`config.mk`:
```
export PLATFORM = sky130hd
export DESIGN_NAME = example_mul_arb
export DESIGN_NICKNAME = d
export VERILOG_FILES = /design/src/rtl/example_mul_arb.sv
export SDC_FILE = /design/constraint.sdc
export NUM_CORES = 1
export LEC_CHECK = 0
export BUFFER_PORTS_ARGS = -buffer_cell sky130_fd_sc_hd__buf_2
export CORE_ASPECT_RATIO = 0.8
export CORE_MARGIN = 2
export CORE_UTILIZATION = 25
export DETAILED_ROUTE_END_ITERATION = 8
export RECOVER_POWER = 50
export SLEW_MARGIN = 25
export SYNTH_ARGS = -nofsm -noshare
export SYNTH_HDL_FRONTEND = slang
export SYNTH_SLANG_ARGS = --single-unit
```
`constraint.sdc`:
```
create_clock -name ap_clk -period 22.2 [get_ports ap_clk]
set_input_delay 3.33 -clock ap_clk [delete_from_list [all_inputs] [get_ports ap_clk]]
set_output_delay 3.33 -clock ap_clk [all_outputs]
set_load 0.02 [all_outputs]
```
`src/rtl/example_mul_arb.sv`:
```
// Round-robin arbiter sharing one pipelined signed-14 x unsigned-11 multiplier among NUM_REQ lanes.
// Optional per-requester accept counters are enabled by defining EXAMPLE_MUL_ARB_STATS_EN.
module example_mul_arb #(
    parameter int NUM_REQ   = 4,
    parameter int NUM_STAGE = 3,
    parameter int ID_W      = 2
) (
    input  logic                  ap_clk,
    input  logic                  ap_rst_n,
`ifdef EXAMPLE_MUL_ARB_STATS_EN
    input  logic                  stats_clr,
    input  logic [ID_W-1:0]       stats_sel,
    output logic [15:0]           stats_cnt,
`endif
    input  logic [NUM_REQ-1:0]    req_valid,
    output logic [NUM_REQ-1:0]    req_ready,
    input  logic [NUM_REQ*14-1:0] req_a,
    input  logic [NUM_REQ*11-1:0] req_b,
    output logic [NUM_REQ-1:0]    res_valid,
    output logic [ID_W-1:0]       res_id,
    output logic [20:0]           res_p
);

    localparam int LAST = NUM_STAGE - 1;

    // Exact 25-bit product truncated to 21 bits, wrapping like the DSP core.
    function automatic logic [20:0] mul_wrap(input logic signed [13:0] a, input logic [10:0] b);
        logic signed [24:0] ax;
        logic signed [24:0] bx;
        logic signed [24:0] p;
        ax = 25'(a);
        bx = 25'($signed({1'b0, b}));
        p  = ax * bx;
        return p[20:0];
    endfunction

    logic [ID_W-1:0]        rr_ptr_q;
    logic [ID_W-1:0]        rr_ptr_d;
    logic [2*NUM_REQ-1:0]   rot_req;
    logic                   gnt_found;
    logic [ID_W-1:0]        gnt_id;
    logic                   xfer;
    logic signed [13:0]     a_sel;
    logic [10:0]            b_sel;

    logic [NUM_STAGE-1:0]   vld_q;
    logic [ID_W-1:0]        id_q [NUM_STAGE];
    logic [20:0]            p_q  [NUM_STAGE];

    // Rotating the doubled request vector puts rr_ptr at bit 0, so the first set bit wins.
    assign rot_req = {req_valid, req_valid} >> rr_ptr_q;

    always_comb begin
        gnt_found = 1'b0;
        gnt_id    = '0;
        for (int k = 0; k < NUM_REQ; k++) begin
            if (!gnt_found && rot_req[k]) begin
                gnt_found = 1'b1;
                if (int'(rr_ptr_q) + k >= NUM_REQ)
                    gnt_id = ID_W'(int'(rr_ptr_q) + k - NUM_REQ);
                else
                    gnt_id = ID_W'(int'(rr_ptr_q) + k);
            end
        end
    end

    assign xfer = gnt_found && ap_rst_n;

    always_comb begin
        req_ready = '0;
        a_sel     = '0;
        b_sel     = '0;
        for (int i = 0; i < NUM_REQ; i++) begin
            if (gnt_id == ID_W'(i)) begin
                req_ready[i] = xfer;
                a_sel        = $signed(req_a[14*i +: 14]);
                b_sel        = req_b[11*i +: 11];
            end
        end
    end

    always_comb begin
        rr_ptr_d = rr_ptr_q;
        if (xfer)
            rr_ptr_d = (int'(gnt_id) == NUM_REQ - 1) ? '0 : gnt_id + 1'b1;
    end

    // Stage 1 captures the product of the granted lane; later stages shift without stalls.
    always_ff @(posedge ap_clk or negedge ap_rst_n) begin
        if (!ap_rst_n) begin
            rr_ptr_q <= '0;
            vld_q    <= '0;
            for (int s = 0; s < NUM_STAGE; s++) begin
                id_q[s] <= '0;
                p_q[s]  <= '0;
            end
        end else begin
            rr_ptr_q <= rr_ptr_d;
            vld_q[0] <= xfer;
            if (xfer) begin
                id_q[0] <= gnt_id;
                p_q[0]  <= mul_wrap(a_sel, b_sel);
            end
            for (int s = 1; s < NUM_STAGE; s++) begin
                vld_q[s] <= vld_q[s-1];
                if (vld_q[s-1]) begin
                    id_q[s] <= id_q[s-1];
                    p_q[s]  <= p_q[s-1];
                end
            end
        end
    end

    // Output stage: id/product only load on valid, so they hold between strobes.
    always_comb begin
        res_valid = '0;
        for (int i = 0; i < NUM_REQ; i++) begin
            if (vld_q[LAST] && id_q[LAST] == ID_W'(i))
                res_valid[i] = 1'b1;
        end
    end

    assign res_id = id_q[LAST];
    assign res_p  = p_q[LAST];

`ifdef EXAMPLE_MUL_ARB_STATS_EN
    logic [15:0] cnt_q [NUM_REQ];
    logic [15:0] stats_cnt_q;
    logic [15:0] cnt_sel;

    always_comb begin
        cnt_sel = '0;
        for (int i = 0; i < NUM_REQ; i++) begin
            if (stats_sel == ID_W'(i))
                cnt_sel = cnt_q[i];
        end
    end

    // Clear takes priority over a same-cycle accept.
    always_ff @(posedge ap_clk or negedge ap_rst_n) begin
        if (!ap_rst_n) begin
            stats_cnt_q <= '0;
            for (int i = 0; i < NUM_REQ; i++)
                cnt_q[i] <= '0;
        end else begin
            stats_cnt_q <= cnt_sel;
            for (int i = 0; i < NUM_REQ; i++) begin
                if (stats_clr)
                    cnt_q[i] <= '0;
                else if (xfer && gnt_id == ID_W'(i) && cnt_q[i] != 16'hFFFF)
                    cnt_q[i] <= cnt_q[i] + 16'd1;
            end
        end
    end

    assign stats_cnt = stats_cnt_q;
`endif

endmodule
```
==> results of run 1 <==
==> cells by family after synthesis <==
logic type / Yosys count / synth area share, %
adder cells (fa/ha/maj): 166 / 33.5
AO/OA/AOI/OAI: 140 / 9.69
XOR/XNOR: 26 / 2.75
flip-flops: 74 / 21.1
AND/OR/NAND/NOR: 305 / 15.2
buffers and inverters: 252 / 11.9
multiplexers: 46 / 5.90
==> flip-flops by register name, indices dropped and copies added, names as in the netlist <==
register,cells
rr_ptr_q,2
p_q,42
res_p,21
vld_q,3
id_q,4
res_id,2
==> layout make-up <==
cell class	count	area (um^2)
timing repair buffer	151	788
clock inverter	7	82.6
clock buffer	9	225
inverter	180	676
multi-input combinational	683	5890
sequential	74	1850
fill	3750	24500
tap	472	591
==> layout by cell type, fill, tap and decap left out, drive strengths merged, types with 5 or more instances in the layout <==
cell    instances
a21o           12
a21oi          56
and2           29
buf           149
clkbuf         11
dfrtp          74
fa            115
ha             51
inv           184
mux2           46
nand2         169
nand2b          5
nand3b          5
nor2           64
nor2b          22
o21ai          36
xnor2          16
xor2            9
==> routing by layer <==
metal	global-route usage (%)	up-vias	share of wire, %
met5	0	-	0
met4	1.75	0	0.77
met3	1.50	15	3.2
met2	22.0	101	50
met1	15.2	3360	46
li1	-	3278	-
==> tightest hold or removal path: stages (launching register included) <==
cell	delay, ps
dfrtp_1	340
nand2_1	50
nand2_1	50
==> cells in the mapped netlist, types with 2 or more instances <==
cell / n / share of area [%]
a211oi_1: 2 / 0.17
a21o_1: 12 / 1.0
a21oi_1: 55 / 3.1
a221o_1: 4 / 0.46
a221oi_1: 3 / 0.30
a22o_1: 3 / 0.30
a31oi_1: 2 / 0.14
and2_1: 29 / 2.1
and3_1: 2 / 0.14
buf_1: 6 / 0.26
buf_2: 5 / 0.29
buf_4: 23 / 2.0
clkbuf_1: 37 / 1.6
dfrtp_1: 74 / 21
fa_1: 115 / 26
ha_1: 51 / 7.3
inv_1: 180 / 7.7
mux2_2: 46 / 5.9
nand2_1: 169 / 7.2
nand2b_1: 5 / 0.36
nand3b_1: 5 / 0.43
nor2_1: 64 / 2.7
nor2b_1: 22 / 1.6
nor3_1: 4 / 0.23
o21a_1: 4 / 0.34
o21ai_0: 31 / 1.8
o21ai_1: 5 / 0.29
o22ai_1: 4 / 0.29
o31ai_1: 3 / 0.26
xnor2_1: 16 / 1.6
xor2_1: 9 / 0.90
==> final timing paths <==
| kind | start | end | cells past startpoint |
|---|---|---|---|
| worst max register to register | rr_ptr_q[0] | p_q[62] | 32 |
| worst min-delay path | p_q[44] | p_q[44] | 2 |
| max in group asynchronous | ap_rst_n | p_q[59] | 2 |
| worst max-delay path | req_valid[0] | p_q[62] | 34 |
| min in group asynchronous | ap_rst_n | rr_ptr_q[0] | 1 |
| worst min register to register | p_q[44] | p_q[44] | 2 |
==> stage by stage <==
step | hold slack [ps] | instances | util (%)
after floorplan | 440 | 1009 | -
after CTS | 475 | 1575 | 29.1
after global routing | 491 | 1576 | 29.2
after detailed placement | 460 | 1559 | 28.3
after global placement | 460 | 1559 | 28.3
final | 473 | 1576 | 29.2
==> impl_metrics.tcl, run 1 <==
set metrics [dict create \
    synth_nets 1281 \
    path_clk_slew_ps 60 \
    final_antenna_net_count 0 \
    worst_slack_ps 11840 \
    cpMaxStageDelayCell "ha_1" \
    coreArea_um2 34700 \
    synth_flop_cell "dfrtp_1" \
    worstPathArrival_ps 10570 \
    drt_wl_total_um 20200 \
    endpoint_kind "register" \
    worst-path-buf-inv 6 \
    status "finished, violations left" \
    ctsHoldBuffers 0 \
    grt_pass1_vias 7373 \
    grt_setup_unrepaired "no" \
    yosysWarningCount 0 \
    synthArstFlopShare_pct 100 \
    fin_nets 1371 \
    antenna_found_initial 0 \
    max_freq_mhz 96.5 \
    clockBufferDepth 2 \
    synth_edf_count 0 \
    worstPathRequired_ps 22400 \
    crit_fanout 24 \
    period_share_pct 46.7 \
    skew_ps 7.11 \
    start_util_pct 25.3 \
    setup_viol 0 \
    finalHoldViolations 0 \
    cts_tree "done" \
    violations "max-capacitance violations, max-slew violations" \
    drt_first_pass_iters 5 \
    ys_types 50 \
    dp_hpwl_um 16600 \
    syn_inst 1009 \
    clk_latency_ps 330 \
    track_usage_pct 11.9 \
    die_y_um 172 \
    num_rows 61 \
    tns_ps 0 \
    io_pins 137 \
    worst_slew_pin_slew_ps 2220 \
    slowest_delay_ps 740 \
    cts_made_buffers 9 \
    finalCriticalPeriod_ps 10360 \
    slew_headroom_pct -47.8 \
    syn_area_per_cell_um2 8.70 \
    area_growth_pct 15.1 \
    avgRoutedWirePerCell_um 12.8 \
    portBuffers 136 \
    drt_iter0_markers 283 \
    path_class "in -> reg" \
    worst_hold_path_type "reg -> reg" \
    cap_violations 2 \
    die_x_um 214 \
    cts_setup_buffers 0 \
    diodes 0 \
    cts-resized-gates 0 \
    h-tree-depth 3 \
    vias_per_cell 4.29 \
    place_area_um2 9790 \
    grt_max_degree 76 \
    drc 0 \
    vias 6754 \
    cpMostUsedCell "nor2_1" \
    critPathTopFamily "adder cells" \
    die_area_um2 36600 \
    grt_pass1_wl_um 35500 \
    fin_area_um2 10100 \
    clock_sinks 74 \
    drive_gt1_share_pct 19.7 \
    grt-ovfl-total 0 \
    final_max_slew_viol_count 78 \
    ys_seq_elements 74 \
    seq_area_frac_synth_pct 21.1 \
    gp_congestion 0.827 \
    rrSetupSlack_ps 14520 \
    place_ws_ps 11500 \
    synthesis.area_um2 8780 \
    root_buffer "clkbuf_16" \
    critical_path.startpoint_type "input pin" \
]
Power of run 1 is left out: the tool's default activity adds up to more than one toggle a clock period on the data nets, which glitch-free logic cannot reach.
==> inputs of run 2 (changes only) <==
clock period = 10.7 ns   (was 22.2 ns; I/O delays follow)
==> run 2 against run 1 <==
Wire length increased by 1.9%. Sequential share of layout area did not move. Setup slack lost 9800 ps. First-iteration DRC count rose by 7.1%. Highest routed layer unchanged. Critical endpoint is now p_q[61]. Die area is the same. Clock skew is 0.70 ps higher. Core utilization unchanged. The run still ends with max-capacitance violations, max-slew violations left. Clock-buffer cell count unchanged. Cell area unchanged. Hold slack lost 0.69 ps.
==> impl_metrics.tcl, run 2 (same netlist as run 1, synthesis figures left out) <==
set metrics [dict create \
    status "finished, violations left" \
    violations "max-capacitance violations, max-slew violations" \
    cpMaxStageDelayCell "fa_1" \
    endpoint_kind "register" \
    final_cells 1579 \
    grt_setup_unrepaired "no" \
    grt_pass1_wl_um 36100 \
    multi_input_area_um2 5890 \
    busiest_layer "met2" \
    die_x_um 214 \
    slowest_delay_ps 530 \
    start_util_pct 25.3 \
    final_max_slew_viol_count 76 \
    place_ws_ps 1480 \
    diodes 0 \
    fill_cells 3737 \
    crit_fanout 24 \
    ctsHoldBuffers 0 \
    regArea_um2 1850 \
    use_met1_pct 16.1 \
    slew_headroom_pct -155 \
    rrSetupSlack_ps 3030 \
    antenna_found_initial 0 \
    dp_hpwl_um 17200 \
    dp_cells 1563 \
    coreArea_um2 34700 \
    io_pins 137 \
    max_freq_mhz 115 \
    die_y_um 172 \
    cts-resized-gates 0 \
    drt_wl_total_um 20500 \
    largest_reg_flops 42 \
    grt_util_met2_pct 21.7 \
    root_buffer "clkbuf_16" \
    fin_nets 1374 \
    clock_sinks 74 \
    portBuffers 136 \
    critPathTopFamily "adder cells" \
    largest_register "p_q" \
    layout_common_cells "inv_1, nand2_1, buf_2" \
    worst_slack_ps 2030 \
    path_clk_slew_ps 60 \
    area_growth_pct 15.1 \
    track_usage_pct 12.2 \
    worst_hold_path_type "reg -> reg" \
    grt_pass1_vias 7336 \
    finalHoldViolations 0 \
    vias_per_cell 4.33 \
    final_common_cell "inv_1" \
    setup_viol 0 \
    num_rows 61 \
    cpMostUsedCell "inv_1" \
    drt_iter0_markers 303 \
    clockBufferDepth 2 \
    h-tree-depth 3 \
    gp_congestion 0.804 \
    finalCriticalPeriod_ps 8670 \
    clk_latency_ps 330 \
    critical_path.startpoint_type "input pin" \
    worst-path-buf-inv 7 \
    die_area_um2 36600 \
    drive_gt1_share_pct 20.0 \
    cts_tree "done" \
    cts_made_buffers 9 \
    vias 6834 \
    drt_first_pass_iters 5 \
    period_share_pct 81.0 \
    worst_slew_pin_slew_ps 3830 \
    grt_max_degree 76 \
    tns_ps 0 \
    cap_violations 1 \
    grt-ovfl-total 0 \
    cts_setup_buffers 0 \
    worstPathRequired_ps 10940 \
    avgRoutedWirePerCell_um 13.0 \
    path_class "in -> reg" \
    worstPathArrival_ps 8910 \
    drc 0 \
    final_antenna_net_count 0 \
    met3_usage_pct 1.73 \
    skew_ps 7.81 \
]
==> run 2: metal layers <==
metal	vias up	wire [um]	part of all wire (%)
met4	0	104	0.51
met3	11	789	3.8
li1	3285	-	-
met2	116	10100	49
met1	3422	9500	46
met5	-	0	0
==> run 2: final timing paths <==
path | start | to | cells after the start
hold / removal | p_q[44] | p_q[44] | 2
setup reg to reg | rr_ptr_q[0] | p_q[62] | 32
setup / recovery | req_valid[0] | p_q[61] | 30
hold reg to reg | p_q[44] | p_q[44] | 2
max in group asynchronous | ap_rst_n | res_p[12] | 1
min in group asynchronous | ap_rst_n | id_q[5] | 1
==> run 2: stage by stage <==
stage	hold WS [ps]	instance area, um^2	util (%)
final	472	10100	29.2
after global routing	505	10100	29.2
after CTS	479	10100	29.2
after detailed placement	463	9820	28.3
after global placement	459	9820	28.3
after floorplan	440	8780	-
==> run 2: layout make-up <==
type / instances / area share, %
multi-input cells: 683 / 58.3
inverters: 180 / 6.69
flip-flops and latches: 74 / 18.3
clock buffers: 9 / 2.23
well taps: 472 / 5.85
repair buffers: 154 / 8.06
clock inverters: 7 / 0.570
==> run 2: tightest hold or removal path, stage by stage (launching register included) <==
cell and delay (ps):
dfrtp_1 340, nand2_1 50, nand2_1 50
Power of run 2 is left out for the same reason.
==> inputs of run 3 (changes only) <==
clock period = 8.1 ns   (was 10.7 ns; I/O delays follow)
==> run 3 against run 2 <==
The run still ends with max-capacitance violations, max-slew violations left. Clock skew grew 6.0 ps. Largest cell class unchanged. Die area unchanged. Global-route usage fell by 0.060 points. Final cell count up 2.1%. Via count rose by 1.3%. Sequential cell count is the same.
==> impl_metrics.tcl, run 3 (same netlist as run 1, synthesis figures left out) <==
set metrics [dict create \
    status "finished, violations left" \
    violations "max-capacitance violations, max-slew violations" \
    place_ws_ps -341 \
    cap_violations 1 \
    drc 0 \
    slew_headroom_pct -155 \
    skew_ps 13.8 \
    gp_congestion 0.821 \
    start_util_pct 25.3 \
    grt_pass1_wl_um 35700 \
    layout_common_cells "inv_1, nand2_1, buf_2" \
    clk_latency_ps 340 \
    worst_slew_pin_slew_ps 3820 \
    worstPathRequired_ps 8300 \
    coreArea_um2 34700 \
    cpMaxStageDelayCell "fa_1" \
    critical_path.startpoint_type "input pin" \
    largest_register "p_q" \
    worst_hold_path_type "reg -> reg" \
    regArea_um2 1850 \
    clock_sinks 74 \
    vias 6922 \
    dp_hpwl_um 17400 \
    final_antenna_net_count 0 \
    portBuffers 136 \
    drt_iter0_markers 299 \
    drt_first_pass_iters 5 \
    drive_gt1_share_pct 22.8 \
    fill_cells 3696 \
    cts_made_buffers 9 \
    grt_setup_unrepaired "no" \
    rrSetupSlack_ps 1090 \
    max_freq_mhz 131 \
    tns_ps 0 \
    grt_max_degree 76 \
    drt_wl_total_um 20800 \
    diodes 0 \
    antenna_found_initial 1 \
    slowest_delay_ps 540 \
    path_clk_slew_ps 70 \
    period_share_pct 94.2 \
    worst_slack_ps 471 \
    die_x_um 214 \
    area_growth_pct 19.2 \
    crit_fanout 40 \
    num_rows 61 \
    clockBufferDepth 2 \
    largest_reg_flops 42 \
    multi_input_area_um2 5920 \
    vias_per_cell 4.29 \
    finalCriticalPeriod_ps 7630 \
    path_class "in -> reg" \
    h-tree-depth 3 \
    track_usage_pct 12.1 \
    endpoint_kind "register" \
    setup_viol 0 \
    avgRoutedWirePerCell_um 12.9 \
    worstPathArrival_ps 7830 \
    ctsHoldBuffers 0 \
    final_common_cell "inv_1" \
    fin_nets 1407 \
    grt-ovfl-total 0 \
    cpMostUsedCell "inv_1" \
    root_buffer "clkbuf_16" \
    io_pins 137 \
    grt_pass1_vias 7321 \
    final_max_slew_viol_count 76 \
    cts_tree "done" \
    finalHoldViolations 0 \
    die_y_um 172 \
    die_area_um2 36600 \
]
-- run 3: critical path, delay by kind of cell --
family | cells | cell delay, ps
AOI/OAI and AO/OA | 9 | 1860
buffers and inverters | 8 | 670
adders and majority gates | 7 | 3050
xor gates and xnor gates | 1 | 160
and+or+nand+nor | 6 | 830
-- run 3: final cells by class --
| cell class | count | area share, % |
|---|---|---|
| flip-flops and latches | 74 | 17.7 |
| inverters | 180 | 6.45 |
| clock buffers | 9 | 2.15 |
| well taps | 472 | 5.64 |
| clock inverters | 7 | 0.574 |
| repair buffers | 187 | 10.9 |
| multi-input cells | 683 | 56.6 |
-- run 3: metal layers --
metal,part of all wire [%],GRT usage (%),vias up,wire [um]
met5,0.053,0,-,11
met4,0.75,1.42,2,155
met3,3.8,1.92,14,792
met2,49,21.4,126,10200
met1,46,16.0,3431,9650
li1,-,-,3349,-
-- run 3: final timing paths --
check                      depth (start not counted)        end         start
setup / recovery                                  31    p_q[59]  req_valid[0]
hold / removal                                     2    p_q[45]       p_q[45]
setup reg to reg                                  29    p_q[59]   rr_ptr_q[0]
hold reg to reg                                    2    p_q[45]       p_q[45]
max in group asynchronous                          1  res_p[15]      ap_rst_n
min in group asynchronous                          1    p_q[22]      ap_rst_n
-- run 3: through the flow --
step	utilization [%]	cells	cell area (um^2)	hold slack [ps]
global placement	29.2	1594	10100	455
floorplan	-	1009	8780	440
CTS	30.0	1610	10400	482
detailed placement	29.2	1594	10100	466
global route	30.2	1612	10500	503
finish	30.2	1612	10500	475
-- run 3: timing repair --
action | in CTS | in global routing
setup endpoints to repair | 0 | 7
gates resized for setup | 0 | 10
buffers inserted | 0 | 1
Power of run 3 is left out for the same reason.
